`src/rtl/spi_master_rx_param_if.sv`:
```
// Signal bundle between the SPI receive master and its slave/consumer side.
// master modport is the controller's view; slave modport is the device + word consumer.
interface spi_master_rx_param_if #(
  parameter int unsigned DATA_W = 8
);
  logic              miso;
  logic              get;
  logic [DATA_W-1:0] data;
  logic              ss;
  logic              sck;
  logic              busy;
  logic              rdy;

  modport master (
    input  miso,
    input  get,
    output data,
    output ss,
    output sck,
    output busy,
    output rdy
  );

  modport slave (
    output miso,
    output get,
    input  data,
    input  ss,
    input  sck,
    input  busy,
    input  rdy
  );
endinterface

```
`src/rtl/spi_master_rx_param.sv`:
```
// SPI receive master: frames run while get is high; data/rdy update 2*DATA_W*SCK_HALF cycles after ss falls, no backpressure (rdy is a strobe).
// Define SPI_MASTER_RX_PARAM_DBG_EN to add dbg_cs_o / dbg_idx_o / dbg_buff_o observation ports.
module spi_master_rx_param #(
  parameter int unsigned DATA_W    = 8,
  parameter int unsigned SCK_HALF  = 20,
  parameter bit          CPOL      = 1'b0,
  parameter bit          CPHA      = 1'b0,
  parameter bit          LSB_FIRST = 1'b0
) (
  input  logic                  clk_i,
  input  logic                  rst_i,
  spi_master_rx_param_if.master bus
`ifdef SPI_MASTER_RX_PARAM_DBG_EN
  ,
  output logic [1:0]            dbg_cs_o,
  output logic [5:0]            dbg_idx_o,
  output logic [DATA_W-1:0]     dbg_buff_o
`endif
);

  localparam int unsigned   CW        = (SCK_HALF > 1) ? $clog2(SCK_HALF) : 1;
  localparam logic [CW-1:0] HALF_LAST = CW'(SCK_HALF - 1);
  localparam logic [6:0]    LAST_EDGE = 7'(2 * DATA_W - 1);

  typedef enum logic [1:0] {
    IDLE  = 2'd0,
    SHIFT = 2'd1,
    GAP   = 2'd2
  } state_e;

  state_e            state_q, state_d;
  logic [CW-1:0]     cnt_q, cnt_d;
  logic [6:0]        edge_q, edge_d;
  logic [DATA_W-1:0] buff_q, buff_d;
  logic [DATA_W-1:0] data_q, data_d;
  logic              ss_q, ss_d;
  logic              sck_q, sck_d;
  logic              busy_q, busy_d;
  logic              rdy_q, rdy_d;
  logic              half_done;
  logic              sample;
  logic [DATA_W-1:0] shifted;

  assign half_done = (cnt_q == HALF_LAST);
  // edge_q counts SCK toggles already made; even count means the next toggle is a leading edge
  assign sample    = (edge_q[0] == CPHA);

  always_comb begin
    shifted = '0;
    if (LSB_FIRST) begin
      shifted = (buff_q >> 1) | (DATA_W'(bus.miso) << (DATA_W - 1));
    end else begin
      shifted = (buff_q << 1) | DATA_W'(bus.miso);
    end
  end

  always_comb begin
    state_d = state_q;
    cnt_d   = cnt_q;
    edge_d  = edge_q;
    buff_d  = buff_q;
    data_d  = data_q;
    ss_d    = ss_q;
    sck_d   = sck_q;
    busy_d  = busy_q;
    rdy_d   = 1'b0;
    case (state_q)
      IDLE: begin
        ss_d   = 1'b1;
        sck_d  = CPOL;
        busy_d = 1'b0;
        if (bus.get) begin
          state_d = SHIFT;
          ss_d    = 1'b0;
          busy_d  = 1'b1;
          cnt_d   = '0;
          edge_d  = '0;
        end
      end
      SHIFT: begin
        if (half_done) begin
          cnt_d  = '0;
          sck_d  = ~sck_q;
          edge_d = edge_q + 7'd1;
          if (sample) begin
            buff_d = shifted;
          end
          // buff_d already includes a trailing-edge sample taken on this same final edge
          if (edge_q == LAST_EDGE) begin
            data_d  = buff_d;
            rdy_d   = 1'b1;
            ss_d    = 1'b1;
            sck_d   = CPOL;
            state_d = GAP;
          end
        end else begin
          cnt_d = cnt_q + CW'(1);
        end
      end
      GAP: begin
        if (half_done) begin
          cnt_d = '0;
          if (bus.get) begin
            state_d = SHIFT;
            ss_d    = 1'b0;
            edge_d  = '0;
          end else begin
            state_d = IDLE;
            busy_d  = 1'b0;
          end
        end else begin
          cnt_d = cnt_q + CW'(1);
        end
      end
      default: begin
        state_d = IDLE;
      end
    endcase
  end

  always_ff @(posedge clk_i or posedge rst_i) begin
    if (rst_i) begin
      state_q <= IDLE;
      cnt_q   <= '0;
      edge_q  <= '0;
      buff_q  <= '0;
      data_q  <= '0;
      ss_q    <= 1'b1;
      sck_q   <= CPOL;
      busy_q  <= 1'b0;
      rdy_q   <= 1'b0;
    end else begin
      state_q <= state_d;
      cnt_q   <= cnt_d;
      edge_q  <= edge_d;
      buff_q  <= buff_d;
      data_q  <= data_d;
      ss_q    <= ss_d;
      sck_q   <= sck_d;
      busy_q  <= busy_d;
      rdy_q   <= rdy_d;
    end
  end

  assign bus.data = data_q;
  assign bus.ss   = ss_q;
  assign bus.sck  = sck_q;
  assign bus.busy = busy_q;
  assign bus.rdy  = rdy_q;

`ifdef SPI_MASTER_RX_PARAM_DBG_EN
  // Received-bit count follows from the toggle count and which edge samples
  assign dbg_cs_o   = state_q;
  assign dbg_idx_o  = CPHA ? 6'(edge_q >> 1) : 6'((edge_q + 7'd1) >> 1);
  assign dbg_buff_o = buff_q;
`endif

endmodule

```
`src/flat_wrapper.sv`:
```
// flat-port wrapper written by rule: the top's interface ports become plain ports
module spi_master_rx_param_flat 
#(
  parameter int unsigned DATA_W    = 8,
  parameter int unsigned SCK_HALF  = 20,
  parameter bit          CPOL      = 1'b0,
  parameter bit          CPHA      = 1'b0,
  parameter bit          LSB_FIRST = 1'b0
)
  (clk_i, rst_i, bus_miso, bus_get, bus_data, bus_ss, bus_sck, bus_busy, bus_rdy);
  spi_master_rx_param_if #(.DATA_W(DATA_W)) bus_i ();
  input  logic clk_i;
  input  logic rst_i;
  input wire logic [$bits(bus_i.miso)-1:0] bus_miso;
  input wire logic [$bits(bus_i.get)-1:0] bus_get;
  output wire logic [$bits(bus_i.data)-1:0] bus_data;
  output wire logic [$bits(bus_i.ss)-1:0] bus_ss;
  output wire logic [$bits(bus_i.sck)-1:0] bus_sck;
  output wire logic [$bits(bus_i.busy)-1:0] bus_busy;
  output wire logic [$bits(bus_i.rdy)-1:0] bus_rdy;
  assign bus_i.miso = bus_miso;
  assign bus_i.get = bus_get;
  assign bus_data = bus_i.data;
  assign bus_ss = bus_i.ss;
  assign bus_sck = bus_i.sck;
  assign bus_busy = bus_i.busy;
  assign bus_rdy = bus_i.rdy;
  spi_master_rx_param #(.DATA_W(DATA_W), .SCK_HALF(SCK_HALF), .CPOL(CPOL), .CPHA(CPHA), .LSB_FIRST(LSB_FIRST)) u_core (.clk_i(clk_i), .rst_i(rst_i), .bus(bus_i));
endmodule
```
`config.mk`:
```
export PLATFORM = sky130hd
export DESIGN_NAME = spi_master_rx_param_flat
export DESIGN_NICKNAME = d
export VERILOG_FILES = /design/src/rtl/spi_master_rx_param_if.sv /design/src/rtl/spi_master_rx_param.sv /design/src/flat_wrapper.sv
export SDC_FILE = /design/constraint.sdc
export NUM_CORES = 1
export LEC_CHECK = 0
export CAP_MARGIN = 20
export CORE_MARGIN = 4
export CORE_UTILIZATION = 57
export DETAILED_ROUTE_END_ITERATION = 8
export GPL_TIMING_DRIVEN = 0
export MAX_ROUTING_LAYER = met4
export PLACE_DENSITY = 0.79
export SLEW_MARGIN = 5
export SYNTH_ARGS = -nofsm -noshare
export SYNTH_HDL_FRONTEND = slang
export SYNTH_SLANG_ARGS = --single-unit
```
`constraint.sdc`:
```
create_clock -name clk_i -period 2.7 [get_ports clk_i]
set_clock_uncertainty 0.1 [all_clocks]
set_input_delay 0.54 -clock clk_i [delete_from_list [all_inputs] [get_ports clk_i]]
set_output_delay 0.54 -clock clk_i [all_outputs]
set_load 0.005 [all_outputs]
```
Word level (Yosys, flattened, before mapping)

Cells that the tools add are included.

Add/subtract/negate cells: 2
Multipliers: 0
Div/mod/pow operators: 0
$lt $le $gt $ge: 0
Equal/unequal tests: 10
Shift-type cells: 0
Muxes and demuxes: 30
Bitwise gates (word level): 2
Reduce and logical (&&, ||, !) cells: 14

Operators by type and width:

| kind                | count |
|---|---|
| $mux 7              | 3 |
| $pmux 7 s3          | 1 |
| $mux 1              | 14 |
| $mux 5              | 2 |
| $pmux 5 s2          | 1 |
| $reduce_and 3->1    | 3 |
| $mux 2              | 4 |
| $mux 8              | 1 |
| $or 8x1->8          | 1 |
| $add 7x1->7 const B | 1 |
| $eq 7x4->1 const B  | 1 |
| $ne 2x1->1 const B  | 3 |
| $ne 2x2->1 const B  | 3 |
| $pmux 2 s3          | 1 |
| $reduce_and 2->1    | 3 |
| $reduce_bool 2->1   | 3 |
| $add 5x1->5 const B | 1 |
| $eq 5x5->1 const B  | 1 |
| $reduce_and 5->1    | 1 |
| $pmux 1 s2          | 2 |
| $reduce_and 4->1    | 1 |
| $pmux 1 s3          | 1 |
| $reduce_bool 3->1   | 1 |
| $eq 2x1->1 const B  | 1 |
| other kinds (4)     | 4 |

Register bits: 34
Latch bits: 0
Memory bits (writable): 0
ROM bits: 0
Input bits: 4
Output and inout port bits: 12
Memories kept: 0

Depth between registers and ports, before layout

Gate-level depths: netlist of run 1.

Word-level depth: 4
Depth in mapped cells: 7
Mapped depth without buffers: 6

Worst setup path after synthesis of run 1

No wires, ideal clock.

Kind: register to register
Start: reg u_core.state_q[1]
End: reg u_core.buff_q[0]
Library setup time: 125 ps
Arrival: 1652 ps
Data required time: 2475 ps
Slack: 823 ps
Cell stages (with the launch flop): 8
Buffers on the path: 2
Clock period less this slack: 1877 ps
Cell sequence: dfrtp_1 > inv_1 > ha_1 > buf_4 > inv_1 > or3_1 > buf_4 > mux2_4

Word-level cells in the longest chain between the ends: 2

RTL lines:

| item                              | line                       | text |
|---|---|---|
| start, declared                   | spi_master_rx_param.sv:31  | `state_e state_q, state_d;` |
| start signal, assigned            | spi_master_rx_param.sv:133 | `state_q <= state_d;` |
| $eq 2x1->1                        | spi_master_rx_param.sv:67  | `case (state_q)` |
| $reduce_and 2->1 (no source line) | n/a                        |  |
| end signal, assigned              | spi_master_rx_param.sv:136 | `buff_q <= buff_d;` |
| end, declared                     | spi_master_rx_param.sv:34  | `logic [DATA_W-1:0] buff_q, buff_d;` |

No other way between the ends.
A chain may end at the register's enable or synchronous reset.

Worst setup path after layout of run 1

Start: reg u_core.state_q[1]
End: reg u_core.buff_q[3]

The elaborated chain is that of the path after synthesis.

==> results of run 1 <==
==> final cells by class <==
type / count / area [um^2]
fillers: 239 / 932
repair buffers: 16 / 178
inverters: 8 / 30.0
clock buffers: 7 / 45.0
flip-flops and latches: 34 / 852
plain buffers: 5 / 37.5
well taps: 44 / 55.1
clock inverters: 1 / 30.0
multi-input cells: 123 / 918
==> registers in the layout, indices dropped and copies added, names as in the netlist <==
signal / count
u_core.cnt_q: 5
u_core.bus.sck: 1
u_core.state_q: 2
u_core.buff_q: 8
u_core.bus.data: 8
u_core.bus.ss: 1
u_core.bus.busy: 1
u_core.bus.rdy: 1
u_core.edge_q: 7
==> per-layer routing <==
layer	vias up	routed length [um]
li1	655	-
met1	650	1550
met2	26	1680
met3	7	121
met4	0	42
met5	-	0
==> layout by cell type (no fill, tap or decap), drive strengths merged <==
cell type	synthesis	routed
dfrtp	33	33
mux2	25	25
o21ai	20	20
nand2	15	15
clkdlybuf4s50	0	15
a21oi	11	11
inv	8	8
clkbuf	1	8
ha	6	6
nand2b	5	5
nand3	5	5
buf	4	5
nor2	4	4
nor3	3	3
nor2b	3	3
mux2i	3	3
a22o	3	3
o31ai	3	3
and2	2	2
or3	2	2
nand4	2	2
and3	2	2
and4bb	1	1
nand4bb	1	1
o22a	1	1
a22oi	1	1
o21a	1	1
or2	1	1
o41ai	1	1
o22ai	1	1
a211oi	1	1
bufinv	0	1
dfstp	1	1
==> kinds of logic after synthesis <==
kind of cell               after synthesis  synth area share (%)
adders and majority gates                6                  4.08
DFF                                     34                  46.4
AOI/OAI and AO/OA                       43                  13.6
and+or+nand+nor                         46                  13.7
buffers and inverters                   13                  3.68
muxes                                   28                  18.6
==> power breakdown <==
part,total (mW),internal [mW],switching (mW)
logic,0.0267,0.0130,0.0137
clock network,0.361,0.196,0.164
registers,0.513,0.511,0.00192
==> how the worst max path moves through the flow <==
| stage | end | slack, ns | cells after the start |
|---|---|---|---|
| finish | u_core.buff_q[3]$_DFFE_PP0P_ | 0.63 | 7 |
| floorplan | u_core.buff_q[0]$_DFFE_PP0P_ | 0.82 | 7 |
| detailed placement | u_core.cnt_q[4]$_DFFE_PP0P_ | 0.51 | 5 |
| global placement | u_core.cnt_q[3]$_DFFE_PP0P_ | 0.56 | 5 |
| global route | u_core.buff_q[3]$_DFFE_PP0P_ | 0.49 | 7 |
| CTS | u_core.buff_q[3]$_DFFE_PP0P_ | 0.62 | 7 |
==> stage by stage <==
stage,setup slack [ns],instances
2_1_floorplan,0.823,170
3_3_place_gp,0.561,229
3_5_place_dp,0.511,230
4_1_cts,0.623,238
5_1_grt,0.490,238
6_report,0.631,238
==> results summary, run 1 <==
The post-detailed-placement half-perimeter wirelength is 2.44 mm. The proportion of synthesized flip-flops having asynchronous set or reset is 100%. The final count of pins violating max slew is 0. For this block, the initial DRC count from the detailed router was 108. The synthesized design contains 0 enable-type register cells.

Summing internal, switching and leakage power gives 900 uW. The endpoint arrival time on the critical path came out at 2.18 ns. The post-cts sizing count is 0. The total clock buffers created by CTS is 5. The antenna violation net count after detailed routing came out at 0. The pre-antenna-repair detailed-routing pass consisted of 4 iterations. The area of the core is 3080 um^2. The vias after detailed routing is 1338. The root buffer cell is sky130_fd_sc_hd__clkbuf_4.

The number of nets in the final layout came out at 203. The worst path needs 2.07 ns of the cycle, external delays included. With fillers left out, the area of the finished cells amounts to 2150 um^2. From bottom edge to top edge, the die measures 64.8 um. The total die area is 4200 um^2. The fraction of layout instances using a drive strength above 1 is 19.6%. The data required time at the worst endpoint came out at 2.82 ns.

The top achievable clock speed is 483 MHz. The post-synthesis to final-layout area growth came out at 16.7%. The count of antenna diodes in the layout is 0. The biggest area contributor in the post-synthesis netlist is sky130_fd_sc_hd__dfrtp_1.

The count of buffers inserted at the top-level ports came out at 15. The count of standard-cell rows is 20. The post-synth net total came out at 180.

The number of I/O pins came out at 16. The total count of hold-check failures in the final report was 0. The worst-case IR drop observed on VDD is 0.288 mV. sky130_fd_sc_hd__dfrtp_1 is the most common cell in the netlist. The layer flagged by global routing as most heavily used is met2. Clock latency on the worst-skew pair, taken at its later pin, is 0.33 ns.

The setup TNS after final layout came out at 0 ns. The clock tree synthesis step divided the H-tree into 2 levels. The endpoint identified for the worst register-to-register timing path is u_core.buff_q[3]$_DFFE_PP0P_. After technology mapping, the gate count stands at 170.

The flip-flop and latch count after synthesis came out at 34. The final estimated routing congestion in global placement is 0.823. Setup violations remaining at the end of the flow were counted as 0.

The hold buffer count at cts came out at 0. The signal on the critical path passes through inv_1 -> ha_1 -> buf_4 -> inv_1 -> or3_1 -> buf_4 -> mux2_4. Yosys attributes the largest share of cell area to sky130_fd_sc_hd__dfrtp_1 45%, sky130_fd_sc_hd__mux2_2 9.8%, sky130_fd_sc_hd__mux2_4 6.5%. The core occupancy in the finished layout came out at 69.7%. The share of the Yosys chip area taken by registers is 46.4%. The number of max-capacitance violations reported came out at 0.

For met1 alone, demand over resource in global routing was 22.5%. The register-to-register setup slack came out at 0.63 ns. After detailed routing, the average wire length per cell comes to 14.2 um. The cell count of the worst reg-to-reg path is 7.

The largest delay contributor family on the critical path is buffers and inverters. Counting both buffers and inverters, the worst setup path holds a total of 4. The total routing resource utilization after global routing came out at 19.1%. The run finished with clean final reports. After synthesis the cells add up to 1840 um^2. Synthesis instantiated 36 different standard cells from the library. The number of buffers inserted to repair setup after CTS is 0. The aggregate routed wire length came out at 3.39 mm.

On the critical path, the stage with the largest delay is an instance of sky130_fd_sc_hd__dfrtp_1. The worst setup path category is register to register. The analysis attributes to cell leakage a power of 1.02 nW. The area share of the largest cell type after synthesis is 44.9%.

The clock tree from TritonCTS is yes. Of all nets on the critical path, the largest fanout is 9. The class of the tightest hold or removal check is register to register. The final critical-path share of the clock period is 76.6%. The cell depth of the worst min-delay path is 1. At the pin with the least slew margin, the transition time is 0.582 ns. The number of antenna violations at the first check in global routing came out at 0.

The via count of the first global-routing pass was 1403. The wire length of the first global-routing pass came out at 6.20 mm. The endpoint of the worst hold path is u_core.bus.data[6]$_DFFE_PP0P_. Ranked by instance count, the synthesized netlist is headed by 33 x sky130_fd_sc_hd__dfrtp_1, 20 x sky130_fd_sc_hd__o21ai_0, 16 x sky130_fd_sc_hd__mux2_2, 15 x sky130_fd_sc_hd__nand2_1, 11 x sky130_fd_sc_hd__a21oi_1. The die width came out at 64.8 um. In the synthesized netlist the dominant register cell turns out to be sky130_fd_sc_hd__dfrtp_1.

STA classifies the critical path endpoint as a register. Setup repair after global routing left no endpoint under its margin. In this run the most critical hold path is launched from u_core.bus.data[6]$_DFFE_PP0P_. The worst setup path is launched from a register. The worst register-to-register path begins at u_core.state_q[1]$_DFFE_PP0P_. The residual overflow from global routing is 0. The global routing met2 resource utilization is 33.0%.

Dividing the detail-routed via count by the number of cells gives 5.62. The maximum number of pins on one net before global-route repair came out at 23. On the worst path, the slowest cell contributes a delay of 0.44 ns.

Headroom to the max-slew limit came out at 61.1%. The total clock sinks came out at 34. Hold is met by 0.412 ns.

The number of warning messages in the yosys log is 0. The met3 track utilization from global routing came out at 4.68%. After detailed placement, the total cell area comes to 2070 um^2. For this run, design rule violations remaining after detail routing come to 0. The most critical setup path has its startpoint at u_core.state_q[1]$_DFFE_PP0P_. The average instance in the mapped netlist occupies 10.8 um^2.

The clock slew at the register clock pins of the worst setup and hold paths came out at 0.10 ns. The number of buffers between clock root and the deepest sink came out at 2. The initial utilization of the core area, before any placement, comes to 59.7%. The power density over the cells came out at 420 nW/um^2.
(Power assumes the default switching activity.)
==> inputs of run 2 (changes only) <==
--- a/config.mk
+++ b/config.mk
@@ -7,11 +7,11 @@
 export LEC_CHECK = 0
 export CAP_MARGIN = 20
 export CORE_MARGIN = 4
-export CORE_UTILIZATION = 57
+export CORE_UTILIZATION = 51
 export DETAILED_ROUTE_END_ITERATION = 8
 export GPL_TIMING_DRIVEN = 0
 export MAX_ROUTING_LAYER = met4
-export PLACE_DENSITY = 0.79
+export PLACE_DENSITY = 0.75
 export SLEW_MARGIN = 5
 export SYNTH_ARGS = -nofsm -noshare
 export SYNTH_HDL_FRONTEND = slang
==> constraint.sdc (replaced) <==
create_clock -name clk_i -period 1.8 [get_ports clk_i]
set_clock_uncertainty 0.1 [all_clocks]
set_input_delay 0.36 -clock clk_i [delete_from_list [all_inputs] [get_ports clk_i]]
set_output_delay 0.36 -clock clk_i [all_outputs]
set_load 0.005 [all_outputs]
==> run 2 against run 1 <==
Against the previous run:
- the flow now finishes with violations (setup timing)
- via count grew 10%
- wire length grew 24%
- total power up 56%
- global-route usage rose by 0.70 points
- clock power grew 63%
- final cell count grew 4.6%
- final area is 9.3% higher
- hold slack got worse by 0.13 ns
- worst setup slack lost 0.64 ns
- fmax is 14% higher
- critical path depth fell by 1
==> results summary, run 2 (synthesized netlist as in run 1, its figures left out) <==
The fill cell total of the finished layout came out at 279 (+17%). The post-place setup slack came out at -0.238 ns (-0.750 ns). The antenna violation net count after detailed routing was 0 (unchanged). The final critical-path share of the clock period came to 101% (+24 points).

The DRC violation count after routing came to 0 (unchanged). The power consumption came to 1.40 mW (+56%). The clock tree from TritonCTS is yes. The count of buffers inserted at the top-level ports came out at 15 (unchanged).

The final count of pins violating max slew was 0 (unchanged). The worst ir drop on vdd was 0.390 mV (+36%). The via count of the first global-routing pass is 1386 (-1.2%). The worst setup path is launched from a register. The critical path depth in cells is 6 (-1). The total die area came out at 4630 um^2 (+10%). The library cell used most frequently in the layout, excluding fill and tap cells, is sky130_fd_sc_hd__dfrtp_1. The starting utilization of the core area came out at 53.8% (-5.9 points). The number of optimization iterations in the first detailed-route pass was 4 (unchanged).

Walking the worst path, the cells encountered are ha_4 -> and4bb_1 -> buf_6 -> and3_4 -> o21ai_2 -> mux2_4. In this run the clock root is driven by a sky130_fd_sc_hd__clkbuf_4. The cell area after layout is 2350 um^2 (+9.3%). The endpoint arrival time on the critical path came out at 1.99 ns (-0.19 ns). The slowest stage of the critical path is the sky130_fd_sc_hd__dfrtp_1 cell. The clock latency reported for the late side of the worst-skew pair came out at 0.35 ns (+0.02 ns). The maximum number of pins on one net before global-route repair came out at 22 (-4.3%). In this run the critical register-to-register path is captured at u_core.bus.ss$_DFFE_PP1P_. The final period demand of the worst path came to 1.81 ns (-0.256 ns). The wire length of the first global-routing pass came out at 6.48 mm (+4.6%). The fraction of layout instances using a drive strength above 1 is 33.5% (+14 points). The number of nets in the final layout is 213 (+4.9%). The number of I/O pins is 16 (unchanged). The worst register-to-register path begins at u_core.cnt_q[0]$_DFFE_PP0P_. The worst setup path is captured at a register. The ratio of routed vias to standard cells came out at 5.93 (+5.4%). The critical path launch point is u_core.cnt_q[0]$_DFFE_PP0P_. The global routing met2 resource utilization is 31.0% (-1.9 points). The met3 track utilization from global routing came out at 6.08% (+1.4 points). The post-detailed-placement half-perimeter wirelength is 2.61 mm (+6.9%). The leakage power figure is 1.08 nW (+6.1%). The area of all sequential standard cells came to 853 um^2 (+0.15%).

The die span in y is 68.0 um (+5.0%). The area of the core came out at 3420 um^2 (+11%). The top achievable clock speed came out at 552 MHz (+14%). The count of antenna diodes in the layout came out at 0 (unchanged). The non-filler instance count after layout is 249 (+4.6%). Setup repair after global routing could not meet its margin everywhere. met2 is the most crowded layer. The total setup violations reported at the end of the flow came out at 1 (+1). The data required time at the worst endpoint is 1.98 ns (-0.84 ns).

The class of the tightest hold or removal check is primary input to asynchronous set/reset pin. The total count of hold-check failures in the final report is 0 (unchanged). The top cell types in the final layout, fill and taps aside, are 32 x sky130_fd_sc_hd__dfrtp_1, 19 x sky130_fd_sc_hd__o21ai_0, 16 x sky130_fd_sc_hd__mux2_2. The register-to-register setup slack is -0.01 ns (-0.64 ns). The met1 global-route usage came to 23.5% (+0.94 points). The average wire length per cell after detail routing is 16.9 um (+18%). The setup TNS after final layout is -0.0132 ns (-0.0132 ns). The number of antenna violations at the first check in global routing came out at 0 (unchanged).

The DRC violation total after the first TritonRoute iteration came out at 111 (+2.8%). The placed cell area is 2090 um^2 (+0.72%). The longest individual stage delay on the worst path came out at 0.44 ns (about the same). The die width is 68.0 um (+5.0%). The endpoint of the most critical setup path is u_core.bus.ss$_DFFE_PP1P_. The area taken by multi-input logic gates came to 1030 um^2 (+12%). The residual overflow from global routing came out at 0 (unchanged). The checks that failed: setup timing. The aggregate routed wire length is 4.20 mm (+24%).

The number of buffers between clock root and the deepest sink is 2 (unchanged). The cell family contributing the most delay on the critical path is flip-flops. The critical path buffer and inverter count came to 1 (-3). The final estimated routing congestion in global placement is 0.801 (-2.6%). The critical path is of the register to register type. The flow ran to the end, but the final reports show violations. The final hold slack is 0.282 ns (-0.130 ns). The number of H-tree levels came to 2 (unchanged). The clock slew at the register clock pins of the worst setup and hold paths came to 0.11 ns (about the same). The hold buffer count at cts came to 0 (unchanged).

The power density over the cells is 597 nW/um^2 (+42%). The cell count of the worst reg-to-reg path came to 6 (-1). Compared with the post-synthesis result, the final layout area differs by 27.6%. The total routing resource utilization after global routing was 19.8% (+0.70 points). The number of max-capacitance violations reported came out at 0 (unchanged). The largest fanout on the critical path is 7 (-2). The vias after detailed routing came out at 1476 (+10%). The total clock sinks came out at 34 (unchanged). The worst slew margin relative to its limit is 58.3% (-2.9 points). The core occupancy in the finished layout came out at 68.7% (-1.0 points).

The setup slack after layout came to -0.0132 ns (-0.644 ns). The count of standard-cell rows was 21 (+5.0%). The slew at the pin closest to its max-slew limit is 0.625 ns (+0.0432 ns). The total clock buffers created by CTS came out at 5 (unchanged). The number of placed cells counting well taps was 232 (+0.87%).
[run 2: cell types whose count changed in the layout (fill, tap and decap cells not counted), sizes merged]
cell           change
dlygate4sd2        +1
clkdlybuf4s50      -1
buf               +10
nand3              +1
clkbuf             -2
[run 2: area by class of cell]
type                       count  share of cell area [%]
buffer                         4                    1.60
clock buffer                   6                    2.19
clock inverter                 1                    1.28
inverter                       8                    1.39
multi-input combinational    124                    44.0
sequential                    34                    36.4
tap                           46                    2.45
timing repair buffer          26                    10.7
[run 2: timing repair]
item | CTS | global route
setup endpoints to repair | 28 | 27
pin swaps | 1 | 4
resized for setup | 12 | 15
hold endpoints to repair | 0 | 0
cloned | 1 | 0
buffers inserted | 4 | 6
[run 2: routing by layer]
metal | part of all wire [%] | wire length [um]
met3 | 4.5 | 189
met2 | 51 | 2130
met5 | 0 | 0
met1 | 43 | 1790
met4 | 2.1 | 87
[run 2: worst min-delay path by stage]
| stage | depth (start not counted) | startpoint | endpoint |
|---|---|---|---|
| floorplan | 1 | u_core.buff_q[7]$_DFFE_PP0P_ | u_core.buff_q[7]$_DFFE_PP0P_ |
| global placement | 1 | u_core.bus.data[4]$_DFFE_PP0P_ | u_core.bus.data[4]$_DFFE_PP0P_ |
| detailed placement | 1 | u_core.bus.data[5]$_DFFE_PP0P_ | u_core.bus.data[5]$_DFFE_PP0P_ |
| CTS | 2 | rst_i | u_core.buff_q[2]$_DFFE_PP0P_ |
| global route | 2 | rst_i | u_core.buff_q[2]$_DFFE_PP0P_ |
| finish | 2 | rst_i | u_core.buff_q[4]$_DFFE_PP0P_ |
[run 2: report_power, final]
part | switching, mW | internal (mW)
clock network | 0.267 | 0.323
registers | 0.00312 | 0.767
logic | 0.0219 | 0.0195
total | 0.292 | 1.11
==> inputs of run 3 (changes only) <==
--- a/config.mk
+++ b/config.mk
@@ -6,7 +6,7 @@
 export NUM_CORES = 1
 export LEC_CHECK = 0
 export CAP_MARGIN = 20
-export CORE_MARGIN = 4
+export CORE_MARGIN = 3
 export CORE_UTILIZATION = 51
 export DETAILED_ROUTE_END_ITERATION = 8
 export GPL_TIMING_DRIVEN = 0
==> run 3 against run 2 <==
Against the previous run:
- the run still ends with setup timing left
- critical path depth did not move
- final area fell by 2.5%
- via count fell by 2.6%
- worst setup slack improved by 0.0082 ns
- wire length fell by 2.5%
- register-to-register slack barely moved
- clock power fell by 23%
- final cell count did not move
==> results summary, run 3 (synthesized netlist as in run 1, its figures left out) <==
The flow ran to the end, but the final reports show violations. The checks that failed: setup timing. In this run the clock root is driven by a sky130_fd_sc_hd__clkbuf_4. The power share of the combinational group is 3.0% (about the same). The proportion of power drawn by the clock network came out at 36.0% (-6.1 points). The total setup violations reported at the end of the flow is 1 (unchanged). The number of I/O pins was 16 (unchanged). The ratio of routed vias to standard cells came out at 5.77 (-2.6%). The setup slack after layout is -0.00493 ns (+0.00823 ns).

The fraction of layout instances using a drive strength above 1 is 33.0% (-0.49 points). The non-filler instance count after layout came to 249 (unchanged). The worst slew margin relative to its limit is 40.8% (-17 points).

The DRC violation total after the first TritonRoute iteration came to 86 (-23%). The number of buffers between clock root and the deepest sink was 2 (unchanged). The setup TNS after final layout is -0.00493 ns (+0.00823 ns). The type of destination of the critical path is a register. The count of antenna diodes in the layout came out at 0 (unchanged). The top cell types in the final layout, fill and taps aside, are 32 x sky130_fd_sc_hd__dfrtp_1, 18 x sky130_fd_sc_hd__o21ai_0, 16 x sky130_fd_sc_hd__mux2_2. The post-synthesis to final-layout area growth came out at 24.4%. Setup repair after global routing could not meet its margin everywhere. The most common cell after layout, fill and taps aside is sky130_fd_sc_hd__dfrtp_1.

The worst ir drop on vdd is 0.359 mV (-8.1%). The total count of hold-check failures in the final report came out at 0 (unchanged). The setup path with the least slack is of type register to register.

The cell count of the worst reg-to-reg path came out at 6 (unchanged). The worst register-to-register path ends at u_core.edge_q[3]$_DFFE_PP0P_. The largest fanout on the critical path is 7 (unchanged).

The design internal power came out at 971 uW (-12%). The total routing resource utilization after global routing was 21.4% (+1.6 points). The antenna violation net count after detailed routing is 0 (unchanged).

The maximum number of pins on one net before global-route repair is 23 (+4.5%). The vias after detailed routing came out at 1437 (-2.6%). The power spent charging and discharging nets came out at 292 uW (-0.23%).

The post-detailed-placement half-perimeter wirelength was 2.55 mm (-2.5%). The count of buffers inserted at the top-level ports is 15 (unchanged). The via count of the first global-routing pass is 1429 (+3.1%).

The final period demand of the worst path is 1.80 ns (-0.00823 ns). The register-to-register setup slack came out at -0.005 ns (about the same). The leakage power figure is 1.06 nW (-1.6%). The die span in y is 66.0 um (-2.9%). The number of optimization iterations in the first detailed-route pass came out at 4 (unchanged). The number of placed cells counting well taps came to 232 (unchanged). The starting utilization of the core area is 53.8% (unchanged). The final estimated routing congestion in global placement was 0.807 (+0.69%). The area of the core is 3420 um^2 (unchanged). The final critical-path share of the clock period is 100% (-0.46 points).

The core occupancy in the finished layout came to 67.0% (-1.7 points). The total clock sinks came out at 34 (unchanged). The final count of pins violating max slew is 0 (unchanged).

The switching share of total power came out at 23.1% (+2.2 points). The number of H-tree levels is 2 (unchanged). The startpoint identified for the worst register-to-register timing path is u_core.state_q[1]$_DFFE_PP0P_. The DRC violation count after routing is 0 (unchanged). The count of standard-cell rows is 21 (unchanged). The wire length of the first global-routing pass came to 6.76 mm (+4.4%). The type of element launching the critical path is a register. The top achievable clock speed is 554 MHz (+0.46%). The clock tree from TritonCTS is yes. The number of max-capacitance violations reported came out at 0 (unchanged). The number of antenna violations at the first check in global routing is 0 (unchanged). The aggregate routed wire length came to 4.09 mm (-2.5%). The power density over the cells came to 552 nW/um^2 (-7.6%).

The power consumption came to 1.26 mW (-9.9%). The worst hold path belongs to the class primary input to asynchronous set/reset pin. The die width came out at 66.0 um (-2.9%). The hold buffer count at cts is 0 (unchanged). The total clock buffers created by CTS is 5 (unchanged).

The part of the total power dissipated in sequential elements was 61.0% (+6.1 points). The endpoint arrival time on the critical path is 1.93 ns (-0.06 ns). The clock latency reported for the late side of the worst-skew pair was 0.34 ns (about the same). The slew at the pin closest to its max-slew limit is 0.888 ns (+0.262 ns). The number of nets in the final layout is 212 (-0.47%). The total die area is 4360 um^2 (-5.8%). The data required time at the worst endpoint is 1.93 ns (-0.05 ns). The average wire length per cell after detail routing is 16.4 um (-2.5%). The residual overflow from global routing is 0 (unchanged). The clock slew at the register clock pins of the worst setup and hold paths came to 0.11 ns (about the same).
-- run 3: metal layers --
layer  part of all wire [%]  global-route usage (%)  routed length (um)  vias up
met4                    2.3                    9.39                  93        0
met3                    4.0                    5.78                 163        8
met2                     51                    32.8                2080       41
li1                       -                       -                   -      678
met5                      0                       -                   0        -
met1                     43                    26.7                1760      710
-- run 3: cell type report --
type	count	area, um^2
clock inverter	2	12.5
sequential	34	853
multi-input combinational	124	1010
clock buffer	6	51.3
fill	276	1130
timing repair buffer	25	231
inverter	8	32.5
buffer	4	35.0
tap	46	57.6
-- run 3: per-stage QoR --
stage,hold slack (ns),setup WS (ns),area (um^2)
finish,0.393,-0.00493,2290
global route,0.437,-0.0381,2290
CTS,0.416,-0.00704,2210
detailed placement,0.393,-0.202,2070
global placement,0.389,-0.176,2060
floorplan,0.376,0.0229,1850
-- run 3: repair_timing --
| action | 4_1_cts | 5_1_grt |
|---|---|---|
| setup buffers | 4 | 5 |
| endpoints found under the setup margin | 25 | 28 |
| gates resized for setup | 13 | 13 |
| gates cloned | 1 | 0 |
| pin swaps | 2 | 3 |
-- run 3: critical path, cell delays in order (launching register included) --
cell and delay [ns]:
sky130_fd_sc_hd__dfrtp_1 0.41, sky130_fd_sc_hd__buf_4 0.14, sky130_fd_sc_hd__buf_4 0.14, sky130_fd_sc_hd__ha_1 0.28, sky130_fd_sc_hd__a22o_4 0.32, sky130_fd_sc_hd__o21ai_0 0.19
sky130_fd_sc_hd__o21ai_0 0.12
-- run 3: how the worst max path moves through the flow --
| stage | start | endpoint |
|---|---|---|
| 2_1_floorplan | u_core.state_q[1]$_DFFE_PP0P_ | u_core.buff_q[0]$_DFFE_PP0P_ |
| 3_3_place_gp | bus_get | u_core.cnt_q[3]$_DFFE_PP0P_ |
| 3_5_place_dp | bus_get | u_core.edge_q[3]$_DFFE_PP0P_ |
| 4_1_cts | u_core.state_q[1]$_DFFE_PP0P_ | u_core.buff_q[5]$_DFFE_PP0P_ |
| 5_1_grt | u_core.state_q[1]$_DFFE_PP0P_ | u_core.cnt_q[3]$_DFFE_PP0P_ |
| 6_report | u_core.state_q[1]$_DFFE_PP0P_ | u_core.edge_q[3]$_DFFE_PP0P_ |
-- run 3: power by group through the flow --
stage / Sequential (mW) / Clock, mW / Combinational [mW]
after floorplan: 0.784 / 0 / 0.0181
final: 0.770 / 0.455 / 0.0374
after global routing: 0.771 / 0.510 / 0.0423
after detailed placement: 0.785 / 0 / 0.0382
after CTS: 0.770 / 0.469 / 0.0384
after global placement: 0.784 / 0 / 0.0329
